### config.mk
export PLATFORM = sky130hd
export DESIGN_NAME = em_timing_ctrl_flat
export DESIGN_NICKNAME = d
export VERILOG_FILES = /design/src/rtl/em_educ8_pkg.sv /design/src/rtl/em_timing_ctrl_if.sv /design/src/rtl/em_slot_counter.sv /design/src/rtl/em_timing_ctrl.sv /design/src/flat_wrapper.sv
export SDC_FILE = /design/constraint.sdc
export NUM_CORES = 1
export LEC_CHECK = 0
export ABC_AREA = 1
export CORE_UTILIZATION = 41
export CTS_CLUSTER_SIZE = 14
export DETAILED_ROUTE_END_ITERATION = 16
export GPL_TIMING_DRIVEN = 1
export PLACE_DENSITY = 0.76
export SETUP_SLACK_MARGIN = 0.15
export SYNTH_ARGS = -nofsm -noshare
export SYNTH_HDL_FRONTEND = slang
export SYNTH_SLANG_ARGS = --single-unit
### constraint.sdc
create_clock -name clk -period 1.7 [get_ports clk]
set_input_delay 0.17 -clock clk [delete_from_list [all_inputs] [get_ports clk]]
set_output_delay 0.17 -clock clk [all_outputs]
set_load 0.05 [all_outputs]
### src/rtl/em_educ8_pkg.sv
// Shared EDUC-8 sequencer types: major-cycle encodings, opcode constants, default slot count
// and the major-cycle transition rule used at every cycle end.
package em_educ8_pkg;

  localparam int NT_DEFAULT = 8;

  typedef enum logic [1:0] {
    MAJ_FETCH = 2'b00,
    MAJ_DEFER = 2'b01,
    MAJ_EXEC  = 2'b10
  } major_t;

  localparam logic [2:0] OP_JMP = 3'd5;
  localparam logic [2:0] OP_IOT = 3'd6;
  localparam logic [2:0] OP_OPR = 3'd7;

  // Major cycle that follows cur for the given opcode / indirect bit.
  function automatic major_t next_major(input major_t cur, input logic [2:0] op, input logic ind);
    major_t nxt;
    nxt = MAJ_FETCH;
    case (cur)
      MAJ_FETCH: begin
        if (op == OP_IOT || op == OP_OPR) nxt = MAJ_FETCH;
        else if (ind)                     nxt = MAJ_DEFER;
        else if (op == OP_JMP)            nxt = MAJ_FETCH;
        else                              nxt = MAJ_EXEC;
      end
      MAJ_DEFER: nxt = (op < OP_JMP) ? MAJ_EXEC : MAJ_FETCH;
      default:   nxt = MAJ_FETCH;
    endcase
    return nxt;
  endfunction

endpackage

### src/rtl/em_timing_ctrl_if.sv
// Front-panel/IR inputs and timing outputs of the EDUC-8 sequencer; slave = sequencer side.
// Define EM_CYCLE_STEP_EN to add the cycle-step switch.
interface em_timing_ctrl_if #(
  parameter int NT = em_educ8_pkg::NT_DEFAULT
);
  logic          run_sw;
  logic          stop_sw;
  logic          sstep_sw;
  logic          halt_req;
  logic [2:0]    ir_op;
  logic          ir_ind;
`ifdef EM_CYCLE_STEP_EN
  logic          cstep_sw;
`endif
  logic [NT-1:0] tstate;
  logic [1:0]    major;
  logic          running;
  logic          cyc_end;
  logic          instr_end;

  modport slave (
    input  run_sw, stop_sw, sstep_sw, halt_req, ir_op, ir_ind,
`ifdef EM_CYCLE_STEP_EN
    input  cstep_sw,
`endif
    output tstate, major, running, cyc_end, instr_end
  );

  modport master (
    output run_sw, stop_sw, sstep_sw, halt_req, ir_op, ir_ind,
`ifdef EM_CYCLE_STEP_EN
    output cstep_sw,
`endif
    input  tstate, major, running, cyc_end, instr_end
  );
endinterface

### src/rtl/em_slot_counter.sv
// Mod-NT slot counter: synchronous clear beats enable, wraps NT-1 -> 0, tc flags slot NT-1.
// Single-cycle registered count; no backpressure.
module em_slot_counter #(
  parameter int NT = em_educ8_pkg::NT_DEFAULT,
  localparam int W = $clog2(NT)
) (
  input  logic         clk,
  input  logic         nclr,
  input  logic         clr,
  input  logic         en,
  output logic [W-1:0] cnt,
  output logic         tc
);

  assign tc = (cnt == W'(NT - 1));

  always_ff @(posedge clk or negedge nclr) begin
    if (!nclr) begin
      cnt <= '0;
    end else if (clr) begin
      cnt <= '0;
    end else if (en) begin
      cnt <= tc ? '0 : cnt + W'(1);
    end
  end

endmodule

### src/rtl/em_timing_ctrl.sv
// EDUC-8 major-state / timing-slot sequencer; outputs decode registered state, start edge -> slot 0 next clock, no backpressure.
// EM_CYCLE_STEP_EN adds cstep_sw: run one major cycle, halt keeping the major state.
module em_timing_ctrl #(
  parameter int NT = em_educ8_pkg::NT_DEFAULT
) (
  input  logic            clk,
  input  logic            nclr,
  em_timing_ctrl_if.slave bus
);
  import em_educ8_pkg::*;

  localparam int W = $clog2(NT);

  logic         running_q, running_d;
  major_t       major_q, major_d;
  logic         step_pend_q, step_pend_d;
  logic         stop_pend_q, stop_pend_d;
  logic         run_hist_q, sstep_hist_q;
  logic         run_rise, sstep_rise, start_edge;
  logic [W-1:0] slot;
  logic         slot_tc;
  logic         cyc_end, instr_end;
  major_t       maj_after;
`ifdef EM_CYCLE_STEP_EN
  logic         cstep_hist_q, cstep_rise;
  logic         cyc_pend_q, cyc_pend_d;
`endif

  // Slot is held at zero while halted, so a start always begins at slot 0.
  em_slot_counter #(.NT(NT)) u_slot (
    .clk  (clk),
    .nclr (nclr),
    .clr  (~running_q),
    .en   (running_q),
    .cnt  (slot),
    .tc   (slot_tc)
  );

  assign run_rise   = bus.run_sw & ~run_hist_q;
  assign sstep_rise = bus.sstep_sw & ~sstep_hist_q;
`ifdef EM_CYCLE_STEP_EN
  assign cstep_rise = bus.cstep_sw & ~cstep_hist_q;
  assign start_edge = run_rise | sstep_rise | cstep_rise;
`else
  assign start_edge = run_rise | sstep_rise;
`endif

  assign maj_after = next_major(major_q, bus.ir_op, bus.ir_ind);
  assign cyc_end   = running_q & slot_tc;
  assign instr_end = cyc_end & (maj_after == MAJ_FETCH);

  always_comb begin
    running_d   = running_q;
    major_d     = major_q;
    step_pend_d = step_pend_q;
    stop_pend_d = stop_pend_q;
`ifdef EM_CYCLE_STEP_EN
    cyc_pend_d  = cyc_pend_q;
`endif
    if (!running_q) begin
      if (start_edge && !bus.stop_sw) begin
        running_d   = 1'b1;
        step_pend_d = sstep_rise;
`ifdef EM_CYCLE_STEP_EN
        cyc_pend_d  = cstep_rise;
`else
        major_d     = MAJ_FETCH;
`endif
      end
    end else begin
      if (bus.stop_sw) stop_pend_d = 1'b1;
      if (cyc_end) begin
        major_d = maj_after;
        // Pending stops only take effect between instructions.
        if (instr_end && (stop_pend_q || step_pend_q || bus.halt_req)) begin
          running_d   = 1'b0;
          major_d     = MAJ_FETCH;
          stop_pend_d = 1'b0;
          step_pend_d = 1'b0;
        end
`ifdef EM_CYCLE_STEP_EN
        if (cyc_pend_q) begin
          running_d   = 1'b0;
          stop_pend_d = 1'b0;
          step_pend_d = 1'b0;
          cyc_pend_d  = 1'b0;
        end
`endif
      end
    end
  end

  always_ff @(posedge clk or negedge nclr) begin
    if (!nclr) begin
      running_q    <= 1'b0;
      major_q      <= MAJ_FETCH;
      step_pend_q  <= 1'b0;
      stop_pend_q  <= 1'b0;
      run_hist_q   <= 1'b0;
      sstep_hist_q <= 1'b0;
`ifdef EM_CYCLE_STEP_EN
      cyc_pend_q   <= 1'b0;
      cstep_hist_q <= 1'b0;
`endif
    end else begin
      running_q    <= running_d;
      major_q      <= major_d;
      step_pend_q  <= step_pend_d;
      stop_pend_q  <= stop_pend_d;
      run_hist_q   <= bus.run_sw;
      sstep_hist_q <= bus.sstep_sw;
`ifdef EM_CYCLE_STEP_EN
      cyc_pend_q   <= cyc_pend_d;
      cstep_hist_q <= bus.cstep_sw;
`endif
    end
  end

  assign bus.tstate    = running_q ? (NT'(1) << slot) : '0;
  assign bus.major     = major_q;
  assign bus.running   = running_q;
  assign bus.cyc_end   = cyc_end;
  assign bus.instr_end = instr_end;

endmodule

### src/flat_wrapper.sv
// flat-port wrapper written by rule: the top's interface ports become plain ports
module em_timing_ctrl_flat import em_educ8_pkg::*;
#(
  parameter int NT = em_educ8_pkg::NT_DEFAULT
)
  (clk, nclr, bus_run_sw, bus_stop_sw, bus_sstep_sw, bus_halt_req, bus_ir_op, bus_ir_ind, bus_tstate, bus_major, bus_running, bus_cyc_end, bus_instr_end);
  em_timing_ctrl_if #(.NT(NT)) bus_i ();
  input  logic clk;
  input  logic nclr;
  input wire logic [$bits(bus_i.run_sw)-1:0] bus_run_sw;
  input wire logic [$bits(bus_i.stop_sw)-1:0] bus_stop_sw;
  input wire logic [$bits(bus_i.sstep_sw)-1:0] bus_sstep_sw;
  input wire logic [$bits(bus_i.halt_req)-1:0] bus_halt_req;
  input wire logic [$bits(bus_i.ir_op)-1:0] bus_ir_op;
  input wire logic [$bits(bus_i.ir_ind)-1:0] bus_ir_ind;
  output wire logic [$bits(bus_i.tstate)-1:0] bus_tstate;
  output wire logic [$bits(bus_i.major)-1:0] bus_major;
  output wire logic [$bits(bus_i.running)-1:0] bus_running;
  output wire logic [$bits(bus_i.cyc_end)-1:0] bus_cyc_end;
  output wire logic [$bits(bus_i.instr_end)-1:0] bus_instr_end;
  assign bus_i.run_sw = bus_run_sw;
  assign bus_i.stop_sw = bus_stop_sw;
  assign bus_i.sstep_sw = bus_sstep_sw;
  assign bus_i.halt_req = bus_halt_req;
  assign bus_i.ir_op = bus_ir_op;
  assign bus_i.ir_ind = bus_ir_ind;
  assign bus_tstate = bus_i.tstate;
  assign bus_major = bus_i.major;
  assign bus_running = bus_i.running;
  assign bus_cyc_end = bus_i.cyc_end;
  assign bus_instr_end = bus_i.instr_end;
  em_timing_ctrl #(.NT(NT)) u_core (.clk(clk), .nclr(nclr), .bus(bus_i));
endmodule
==> metrics.md <==
| Metric | Value |
|---|---|
| Setup TNS Final | 0 ps |
| Post-route insts no fill | 118 |
| DRC Markers | 0 |
| Worst Path Arrival | ~1400 ps |
| Initial drt markers | 19 |
| Post-synthesis sequential area ratio | 43.5% |
| Crit-path max FO | 3 |
| Max_slew headroom | roughly 70% |
| CTS tree | built |
| Routability cong. | approximately 0.75 |
| Post-detailed-route count of antenna-violating nets | 0 |
| Starting Density | between 40% and 50% |
| Gate Count Post-Synth | 73 |
| Syn Std Cell Area | between 500 and 600 um^2 |
| DRT Pass-1 Iters | 4 |
| Pwr dens | 1730 nW/um^2 |
| Overall routing resource usage | ~20% |
| CTS root buffer | clkbuf_4 |
| Number of diodes | 0 |
| Leak | approximately 0.0005 uW |
| RSZ-0062 raised after global routing | yes |
| Dpl cells | 109 |
| Port bufs | 22 |
| Slew @ Worst Pin | around 450 ps |
| IO Pins | 23 |
| Final WL | around 1600 um |
| Worst hold path type | input port to asynchronous set/reset pin |
| Die Y | 39.5 um |
| Site Rows | 13 |
| Post-synth top area share | between 40 and 50% |
| Clk slew on worst S/H paths | approximately 80 ps |
| Worst setup SP type | flop |
| Vias in the first global route | roughly 500 |
| Final slew viol count | 0 |
| GRT overflow | 0 |
| Fmax achieved | between 600 and 700 MHz |
| Largest net degree at the start of global routing | 11 |
| Ys Warns | 0 |
| Clock Latency Late Sink | between 200 and 300 ps |
| Syn avg cell area | between 7 and 8 um^2 |
| Max_cap viols | 0 |
| Clk buf depth | 2 |
| Via count | 591 |
| Flops & latches, synth | 10 |
| Commonest non-fill, non-tap cells in the layout | 15 x nand2_1, 10 x inv_1, 10 x buf_12 |
| Syn-to-layout area delta | 82.4% |
| Synth top area cells | dfrtp_1 43%, ha_1 13%, nand2_1 9.8% |
| First-pass GRT wire length | 1980 um |
| Setup Viol. Count Final | 0 |
| Hold-fix buffers, CTS | 0 |
| Worst setup path class | flop to primary output |
| Post-synthesis cell type count | 15 |
| CP required | around 1500 ps |
| Setup crit end kind | primary output |
| Initial antenna violation count | 0 |
| Skew final | 18.0 ps |
| Final min period | ~1600 ps |
| H-tree level count | 1 |
| Final period util | between 90% and 100% |
| Clock tree sinks | 10 |
| Status | finished clean |
| Share of cells above drive strength 1 | between 30 and 40% |
| DR vias/cell | 5.01 |
| Max VDD drop | about 0.001 V |
| Die Area | roughly 1600 um^2 |
| Top cell type by total area after synthesis | dfrtp_1 |
| Die extent in x | a little under 40 um |
| Core Area | approximately 1300 um^2 |
| Final hold violation count | 0 |
| Hold slack | about 200 ps |
| TritonCTS buffer count | 3 |
| Post-Syn Nets | 89 |
| Routed WL per cell | ~13 um |
| Final net count | 120 |
| Detail Placement HPWL | 970 um |
| Leading cell type in the layout, fill and taps excluded | nand2_1 |
==> metal layers <==
metal / global-route usage [%] / part of all wire [%]
met5: 0 / 0
met4: 10.3 / 4.5
met3: 2.27 / 3.1
met2: 34.0 / 53
met1: 22.8 / 39
==> cell families after synthesis <==
logic type / Yosys count / synth area share, %
AO/OA/AOI/OAI: 6 / 5.22
adder cells (fa/ha/maj): 6 / 13.0
buffers and inverters: 16 / 11.1
flip-flops: 10 / 43.5
AND/OR/NAND/NOR: 35 / 27.2
==> through the flow <==
step                util (%)  total power [uW]  instance area [um^2]  setup WS (ps)
floorplan                  -               970                   582            188
global placement        69.6              1400                   906            252
detailed placement      69.6              1420                   906            157
CTS                     74.3              1640                   967            108
global route            80.7              1920                  1050           85.3
finish                  80.7              1820                  1050            133
==> where the power goes <==
group          internal, uW  switching [uW]
Clock                  90.7            86.5
Sequential              316             101
Combinational           513             711
==> state kept, by name (all words and copies together) (netlist names) <==
| register | flops |
|---|---|
| u_core.u_slot.cnt | 3 |
| u_core.bus.major | 2 |
| u_core.bus.running | 1 |
| u_core.run_hist_q | 1 |
| u_core.sstep_hist_q | 1 |
| u_core.step_pend_q | 1 |
| u_core.stop_pend_q | 1 |
==> path summary, 6_finish.rpt <==
check / start / to / slack (ps) / cells after the start
worst max-delay path: u_core.u_slot.cnt[0]$_DFF_PN0_ / bus_tstate[0] / 130 / 6
worst min-delay path: nclr / u_core.step_pend_q$_DFFE_PN0P_ / 200 / 1
worst max register to register: u_core.u_slot.cnt[0]$_DFF_PN0_ / u_core.step_pend_q$_DFFE_PN0P_ / 290 / 9
worst min register to register: u_core.step_pend_q$_DFFE_PN0P_ / u_core.step_pend_q$_DFFE_PN0P_ / 510 / 2
max in group asynchronous: nclr / u_core.bus.running$_DFF_PN0_ / 1170 / 1
min in group clk: bus_run_sw / u_core.run_hist_q$_DFF_PN0_ / 380 / 1
==> synthesized netlist by cell type (all sizes together) <==
cell type	instances
nand2	16
inv	15
dfrtp	10
nor2	10
ha	6
nand3	5
o21ai	5
nand4	2
a21oi	1
buf	1
nor3	1
nor3b	1
==> critical path, cell delays in order, from the launching register on <==
cell,delay (ps)
dfrtp_1,420
buf_6,150
inv_4,50
ha_2,160
inv_2,50
nor2_2,130
buf_12,150
==> repair_timing <==
item,4_1_cts,5_1_grt
endpoints found under the setup margin,5,9
resized for setup,6,16
pin swaps,1,5
buffers inserted,1,4
==> cell type report <==
cell class	instances	area, um^2
multi-input combinational	47	338
sequential	10	251
tap	15	18.8
clock buffer	4	26.3
fill	81	251
timing repair buffer	27	354
inverter	15	61.3
Note: power is estimated with default switching activity, not from simulation.
